`config.mk`:
```
export PLATFORM = sky130hd
export DESIGN_NAME = vector_result_serializer_flat
export DESIGN_NICKNAME = d
export VERILOG_FILES = /design/src/rtl/vector_result_serializer_if.sv /design/src/rtl/vector_result_serializer.sv /design/src/flat_wrapper.sv
export SDC_FILE = /design/constraint.sdc
export NUM_CORES = 1
export LEC_CHECK = 0
export CAP_MARGIN = 20
export CORE_ASPECT_RATIO = 2
export CORE_MARGIN = 5
export CORE_UTILIZATION = 55
export DETAILED_ROUTE_END_ITERATION = 10
export HOLD_SLACK_MARGIN = 0.06
export PLACE_DENSITY = 0.76
export SETUP_SLACK_MARGIN = 0.02
export SLEW_MARGIN = 10
export SYNTH_ARGS = -nofsm -noshare
export SYNTH_HDL_FRONTEND = slang
export SYNTH_SLANG_ARGS = --single-unit
export TNS_END_PERCENT = 30
```
`constraint.sdc`:
```
create_clock -name clk -period 9.3 [get_ports clk]
set_input_delay 1.395 -clock clk [delete_from_list [all_inputs] [get_ports clk]]
set_output_delay 1.395 -clock clk [all_outputs]
set_load 0.005 [all_outputs]
```
`src/rtl/vector_result_serializer_if.sv`:
```
// vector_result_serializer_if: port bundle between the divider-facing capture side and the element stream side
//   in_valid/in_data : one-cycle vector capture pulse and the N-element vector
//   out_valid/out_ready/out_data/out_index/out_last : element stream handshake
//   count/full/overflow : buffer occupancy and sticky drop flag
interface vector_result_serializer_if #(
  parameter int BITS  = 16,
  parameter int N     = 3,
  parameter int DEPTH = 4
);
  localparam int IW = (N > 1) ? $clog2(N) : 1;
  localparam int CW = $clog2(DEPTH + 1);
  logic                     in_valid;
  logic [N-1:0][BITS-1:0]   in_data;
  logic                     out_valid;
  logic                     out_ready;
  logic [BITS-1:0]          out_data;
  logic [IW-1:0]            out_index;
  logic                     out_last;
  logic [CW-1:0]            count;
  logic                     full;
  logic                     overflow;
  modport master (
    output in_valid, in_data, out_ready,
    input  out_valid, out_data, out_index, out_last, count, full, overflow
  );
  modport slave (
    input  in_valid, in_data, out_ready,
    output out_valid, out_data, out_index, out_last, count, full, overflow
  );
endinterface

```
`src/rtl/vector_result_serializer.sv`:
```
// vector_result_serializer: buffers divider result vectors and streams them out one element per handshake
//   clk  : rising-edge clock
//   rstn : synchronous active-low reset
//   bus  : slave side of vector_result_serializer_if (capture port, element stream, count/full/overflow)
module vector_result_serializer #(
  parameter int BITS  = 16,
  parameter int N     = 3,
  parameter int DEPTH = 4
) (
  input  logic                        clk,
  input  logic                        rstn,
  vector_result_serializer_if.slave   bus
);
  localparam int IW = (N > 1) ? $clog2(N) : 1;
  localparam int CW = $clog2(DEPTH + 1);
  localparam int PW = (DEPTH > 1) ? $clog2(DEPTH) : 1;
  logic [N-1:0][BITS-1:0] mem_q [DEPTH];
  logic [PW-1:0]          wr_q, wr_d, rd_q, rd_d;
  logic [IW-1:0]          idx_q, idx_d;
  logic [CW-1:0]          cnt_q, cnt_d;
  logic                   ovf_q, ovf_d;
  logic                   hs, pop, wr;
  always_comb begin
    hs    = (cnt_q != '0) && bus.out_ready;
    pop   = hs && (idx_q == IW'(N - 1));
    // a full buffer can still take a vector when the head leaves in the same cycle
    wr    = bus.in_valid && ((cnt_q != CW'(DEPTH)) || pop);
    idx_d = hs ? (pop ? '0 : idx_q + IW'(1)) : idx_q;
    rd_d  = pop ? ((rd_q == PW'(DEPTH - 1)) ? '0 : rd_q + PW'(1)) : rd_q;
    wr_d  = wr ? ((wr_q == PW'(DEPTH - 1)) ? '0 : wr_q + PW'(1)) : wr_q;
    cnt_d = cnt_q + CW'(wr) - CW'(pop);
    ovf_d = ovf_q || (bus.in_valid && !wr);
  end
  always_ff @(posedge clk) begin
    if (!rstn) begin
      for (int i = 0; i < DEPTH; i++) mem_q[i] <= '0;
      wr_q  <= '0;
      rd_q  <= '0;
      idx_q <= '0;
      cnt_q <= '0;
      ovf_q <= 1'b0;
    end else begin
      if (wr) mem_q[wr_q] <= bus.in_data;
      wr_q  <= wr_d;
      rd_q  <= rd_d;
      idx_q <= idx_d;
      cnt_q <= cnt_d;
      ovf_q <= ovf_d;
    end
  end
  assign bus.out_valid = cnt_q != '0;
  assign bus.out_data  = mem_q[rd_q][idx_q];
  assign bus.out_index = idx_q;
  assign bus.out_last  = idx_q == IW'(N - 1);
  assign bus.count     = cnt_q;
  assign bus.full      = cnt_q == CW'(DEPTH);
  assign bus.overflow  = ovf_q;
endmodule

```
`src/flat_wrapper.sv`:
```
// flat-port wrapper written by rule: the top's interface ports become plain ports
module vector_result_serializer_flat 
#(
  parameter int BITS  = 16,
  parameter int N     = 3,
  parameter int DEPTH = 4
)
  (clk, rstn, bus_in_valid, bus_in_data, bus_out_ready, bus_out_valid, bus_out_data, bus_out_index, bus_out_last, bus_count, bus_full, bus_overflow);
  vector_result_serializer_if #(.BITS(BITS), .N(N), .DEPTH(DEPTH)) bus_i ();
  input  logic clk;
  input  logic rstn;
  input wire logic [$bits(bus_i.in_valid)-1:0] bus_in_valid;
  input wire logic [$bits(bus_i.in_data)-1:0] bus_in_data;
  input wire logic [$bits(bus_i.out_ready)-1:0] bus_out_ready;
  output wire logic [$bits(bus_i.out_valid)-1:0] bus_out_valid;
  output wire logic [$bits(bus_i.out_data)-1:0] bus_out_data;
  output wire logic [$bits(bus_i.out_index)-1:0] bus_out_index;
  output wire logic [$bits(bus_i.out_last)-1:0] bus_out_last;
  output wire logic [$bits(bus_i.count)-1:0] bus_count;
  output wire logic [$bits(bus_i.full)-1:0] bus_full;
  output wire logic [$bits(bus_i.overflow)-1:0] bus_overflow;
  assign bus_i.in_valid = bus_in_valid;
  assign bus_i.in_data = bus_in_data;
  assign bus_i.out_ready = bus_out_ready;
  assign bus_out_valid = bus_i.out_valid;
  assign bus_out_data = bus_i.out_data;
  assign bus_out_index = bus_i.out_index;
  assign bus_out_last = bus_i.out_last;
  assign bus_count = bus_i.count;
  assign bus_full = bus_i.full;
  assign bus_overflow = bus_i.overflow;
  vector_result_serializer #(.BITS(BITS), .N(N), .DEPTH(DEPTH)) u_core (.clk(clk), .rstn(rstn), .bus(bus_i));
endmodule
```
After elaboration in Yosys (flattened, before gate mapping). Memory sizes are Yosys's and may differ from the RTL's. A register that Yosys moved wholly into a read port is not among the register bits. Index checks and enable logic that the tools add are counted.

Add/sub/neg operators: 5. Order comparisons: 1. Equality and inequality tests: 5. Multiplexer cells: 14. Reductions and logical operators: 9.

Operators by type and width (count): two-way mux 48 bit (1); OR reduction 48 bit (1); binary-select mux 16 bit (select 2 bit) (1); two-way mux 16 bit (1); two-way mux 2 bit (6); adder 2 x 1 -> 2 bit (second input constant) (3); equality test 2 bit (second input constant) (3); two-way mux 1 bit (5); logical AND 1 bit (4); adder 3 x 1 -> 3 bit (1); equality test 3 bit (second input constant) (1); < comparator 2 x 3 -> 1 bit (second input constant) (1); inequality test 3 bit (second input constant) (1); nonzero test 3 bit (1); subtractor 3 x 1 -> 3 bit (1); logical OR 1 bit (2); zero test 1 bit (1).

Bits in registers: 10. Bits in writable memories: 192. Input bits: 52. Logic and storage cells: 40. Memories: 1.

Memory list: u_core.mem_q (words 4, width 48, read ports 1, clocked after memory_dff 1, write ports 4, RTL line vector_result_serializer.sv:17) `logic [N-1:0][BITS-1:0] mem_q [DEPTH];`.

Longest topological paths before layout.
Word-level depth: 10. Depth in mapped cells: 13.

Worst setup path after synthesis. Ideal clock, no wire load.

Path type: input to register. Start: in bus_out_ready. End: mem u_core.mem_q[2][0] in the netlist's numbering, enable pin. Library setup time: 0.520 ns. Arrival: 5.431 ns. Required time: 8.780 ns. Slack: 3.349 ns. Stages on the path: 6. Path buffers: 2. Cells stage by stage: nand2_1 a21boi_2 buf_6 clkbuf_1 nand2_1 o21ai_0.

RTL lines: from (decl) (RTL line flat_wrapper.sv:14) `input wire logic [$bits(bus_i.out_ready)-1:0] bus_out_ready;`; to (decl) (RTL line vector_result_serializer.sv:17).

==> key figures <==
Critical path
  – Nature of the critical path startpoint: flip-flop
  – Required @ worst endpoint: 7910 ps
  – Worst path cell trace: buf_4 -> nand2b_1 -> o22ai_1 -> o32ai_1 -> clkdlybuf4s50_1
  – Slowest cell on the critical path: nand2b_1
  – CP endpoint kind: output pin
  – Crit Path Max Fanout: 34
  – CP Class: flip-flop to output pin
  – CP arrival: 3160 ps
  – Crit path largest cell delay: 660 ps

Timing
  – Final Critical Period: 4560 ps
  – Max-Slew Margin vs Limit: 0.291
  – Setup_tns: 0 ps
  – Final slew viol count: 0
  – Final setup fails: 0
  – Period utilization: 0.490
  – Clock Skews: 4.52 ps
  – Max Fclk: 219 MHz
  – RSZ-0062 raised after global routing: false
  – Worst Slack Setup Final: 4740 ps
  – Worst slew pin tran: 1060 ps
  – Final Hold Viols: 0

Hold path
  – Worst Hold Class: flip-flop to flip-flop

Cells and area
  – Layout area overhead: 15.1%
  – Ratio of cells with drive above 1 in the final layout: 0.183
  – Nets: 741
  – Number of diodes: 0
  – Fill count: 1219
  – Multi-input gate area: 0.00305 mm^2
  – Fin area: 0.0108 mm^2
  – Register area: 0.00601 mm^2

Routing
  – DR vias/cell: 5.95
  – Final WL: 21100 um
  – DRC viols: 0
  – WL per Instance: 23.5 um
  – Routed Antenna Nets: 0
  – Total iterations of the first detailed-routing run: 4
  – Via count: 5353
  – First DRT Iteration DRCs: 430

Placed design
  – Pre-CTS setup slack: 4630 ps
  – Placer's final routability congestion estimate: 0.814
  – HPWL after DPL: 13700 um
  – # port buffers: 76
  – Placed cell area: 0.0102 mm^2

Yosys
  – Synth Net Count: 682
  – Main flop type after synthesis: edfxtp_1
  – Ys async rst share: 0
  – Yosys cell types: 36
  – Leading area contributor after synthesis: edfxtp_1
  – Share of the yosys chip area belonging to registers: 0.641
  – Post-Syn Instances: 624
  – Syn avg cell area: 15.0 um^2
  – Area share of the largest cell type after synthesis: 0.615
  – Synth Warn #: 0
  – Synth Register Bits: 204
  – Mapped Area: 0.00937 mm^2
  – Synth area leaders: edfxtp_1, and2_1, mux4_2, mux2_2, and3_1
  – EDFF count, synth: 192

Die
  – Row Count: 67
  – I/O pin cnt: 77
  – Initial Utilization: 0.559
  – Width of the die: 102 um
  – Die area: 0.0199 mm^2
  – Placeable Area: 0.0168 mm^2
  – Chip Height: 195 um

Power and ir drop
  – LEAKAGE: 4.05 nW
  – Maximum vdd drop: 206 uV
  – Pwr Total: 2.35 mW
  – Pwr Density: 218 mW/mm^2

Global routing
  – GR Util All Layers: 0.221
  – Grt total ovfl: 0
  – Number of global-route vias before repair: 5934
  – Initial antenna violation count: 0
  – First-pass GRT wire length: 33400 um
  – Pin count of the biggest net entering global routing: 65

Clocking
  – Clock Path Buffers: 3
  – Clock Pin Slew Worst Setup and Hold Paths: 60 ps
  – Root Driver: clkbuf_16
  – Number of buffers created by CTS: 18
  – CTS tree: built
  – Latest clock arrival within the worst-skew pair: 480 ps
  – Post-CTS sizing: 0
  – CTS sink count: 204
  – Deepest level of the CTS H-tree: 1
  – Setup repair bufs after CTS: 0
  – Hold Buf Count CTS: 0

Job
  – Max Cap Viol: 0

Run status
  – Outcome: finished, final reports clean
final cells by class:
class / instances / area share
multi-input cells: 351 / 0.283
well taps: 207 / 0.0240
clock inverters: 10 / 0.00429
repair buffers: 86 / 0.0789
inverters: 22 / 0.00766
clock buffers: 20 / 0.0444
flip-flops and latches: 204 / 0.557
metrics by stage:
| step | cells | util | hold slack [ps] |
|---|---|---|---|
| 2_1_floorplan | 624 | - | 476 |
| 3_3_place_gp | 869 | 0.610 | 491 |
| 3_5_place_dp | 869 | 0.610 | 503 |
| 4_1_cts | 899 | 0.641 | 513 |
| 5_1_grt | 900 | 0.643 | 543 |
| 6_report | 900 | 0.643 | 516 |
routing by layer:
layer	wire length, um	global-route usage	share of wire	vias up
li1	-	-	-	2416
met1	7620	0.263	0.36	2702
met2	11500	0.390	0.54	181
met3	998	0.0269	0.047	54
met4	1060	0.103	0.050	0
met5	0	0	0	-
Yosys cell counts (4+ instances only):
library cell  instances
buf_6                 7
ha_1                  5
and2_1              126
clkbuf_2              4
nand2_1               8
o32ai_1              16
buf_2                13
o21ai_0               4
nor2b_1               5
dfxtp_1              12
nor2_1               17
clkbuf_1             17
and3_1               48
mux2_2               32
or3_1                 4
o22ai_1              16
mux4_2               32
inv_1                22
and2_4               20
edfxtp_1            192
where the power goes:
group | switching (mW) | leakage (nW) | internal [mW]
Sequential | 0.0453 | 2.11 | 1.14
Combinational | 0.246 | 1.68 | 0.239
Clock | 0.320 | 0.261 | 0.370
kinds of logic (layout without fill, tap and decap cells):
group / Yosys count / count (layout) / share of synthesized area
AO/OA/AOI/OAI: 41 / 41 / 0.0320
XOR/XNOR: 2 / 2 / 0.00187
adder cells (fa/ha/maj): 6 / 6 / 0.00881
buffers and inverters: 69 / 138 / 0.0387
flip-flops: 204 / 204 / 0.641
multiplexers: 67 / 67 / 0.119
AND/OR/NAND/NOR: 235 / 235 / 0.159
worst max-delay path, delay by kind of cell, from the launching register on:
family,cells,cell delay [ps]
AO/OA/AOI/OAI,2,680
AND/OR/NAND/NOR,1,660
buffers and inverters,2,1020
flip-flops,1,310
state kept, by name, indices dropped and copies added (netlist names), named ones only:
signal and cells:
u_core.bus.out_index 2, u_core.rd_q 2, u_core.mem_q 192, u_core.bus.count 3, u_core.wr_q 2, u_core.bus.overflow 1
worst paths after layout:
| kind | startpoint | endpoint | slack (ps) | cells after the start |
|---|---|---|---|---|
| hold reg to reg | u_core.rd_q[0]$_SDFFE_PN0P_ | flip-flop | 520 | 2 |
| setup reg to reg | u_core.bus.out_index[1]$_SDFFE_PN0P_ | u_core.mem_q[0][46]$_SDFFCE_PN0P_ | 5250 | 7 |
| setup / recovery | flip-flop | bus_out_data[9] | 4740 | 5 |
| hold / removal | u_core.rd_q[0]$_SDFFE_PN0P_ | flip-flop | 520 | 2 |
cells in the final DEF, fill, tap and decap left out, drive strengths merged, types with 8 or more instances in the layout:
cell           instances
clkdlybuf4s50         75
dfxtp                 12
and3                  48
nor2                  17
mux2                  32
edfxtp               192
nand2                  8
o22ai                 16
clkinv                10
clkbuf                20
mux4                  32
inv                   22
o32ai                 16
and2                 146
buf                   11
Note: power is estimated with default switching activity, not from simulation.
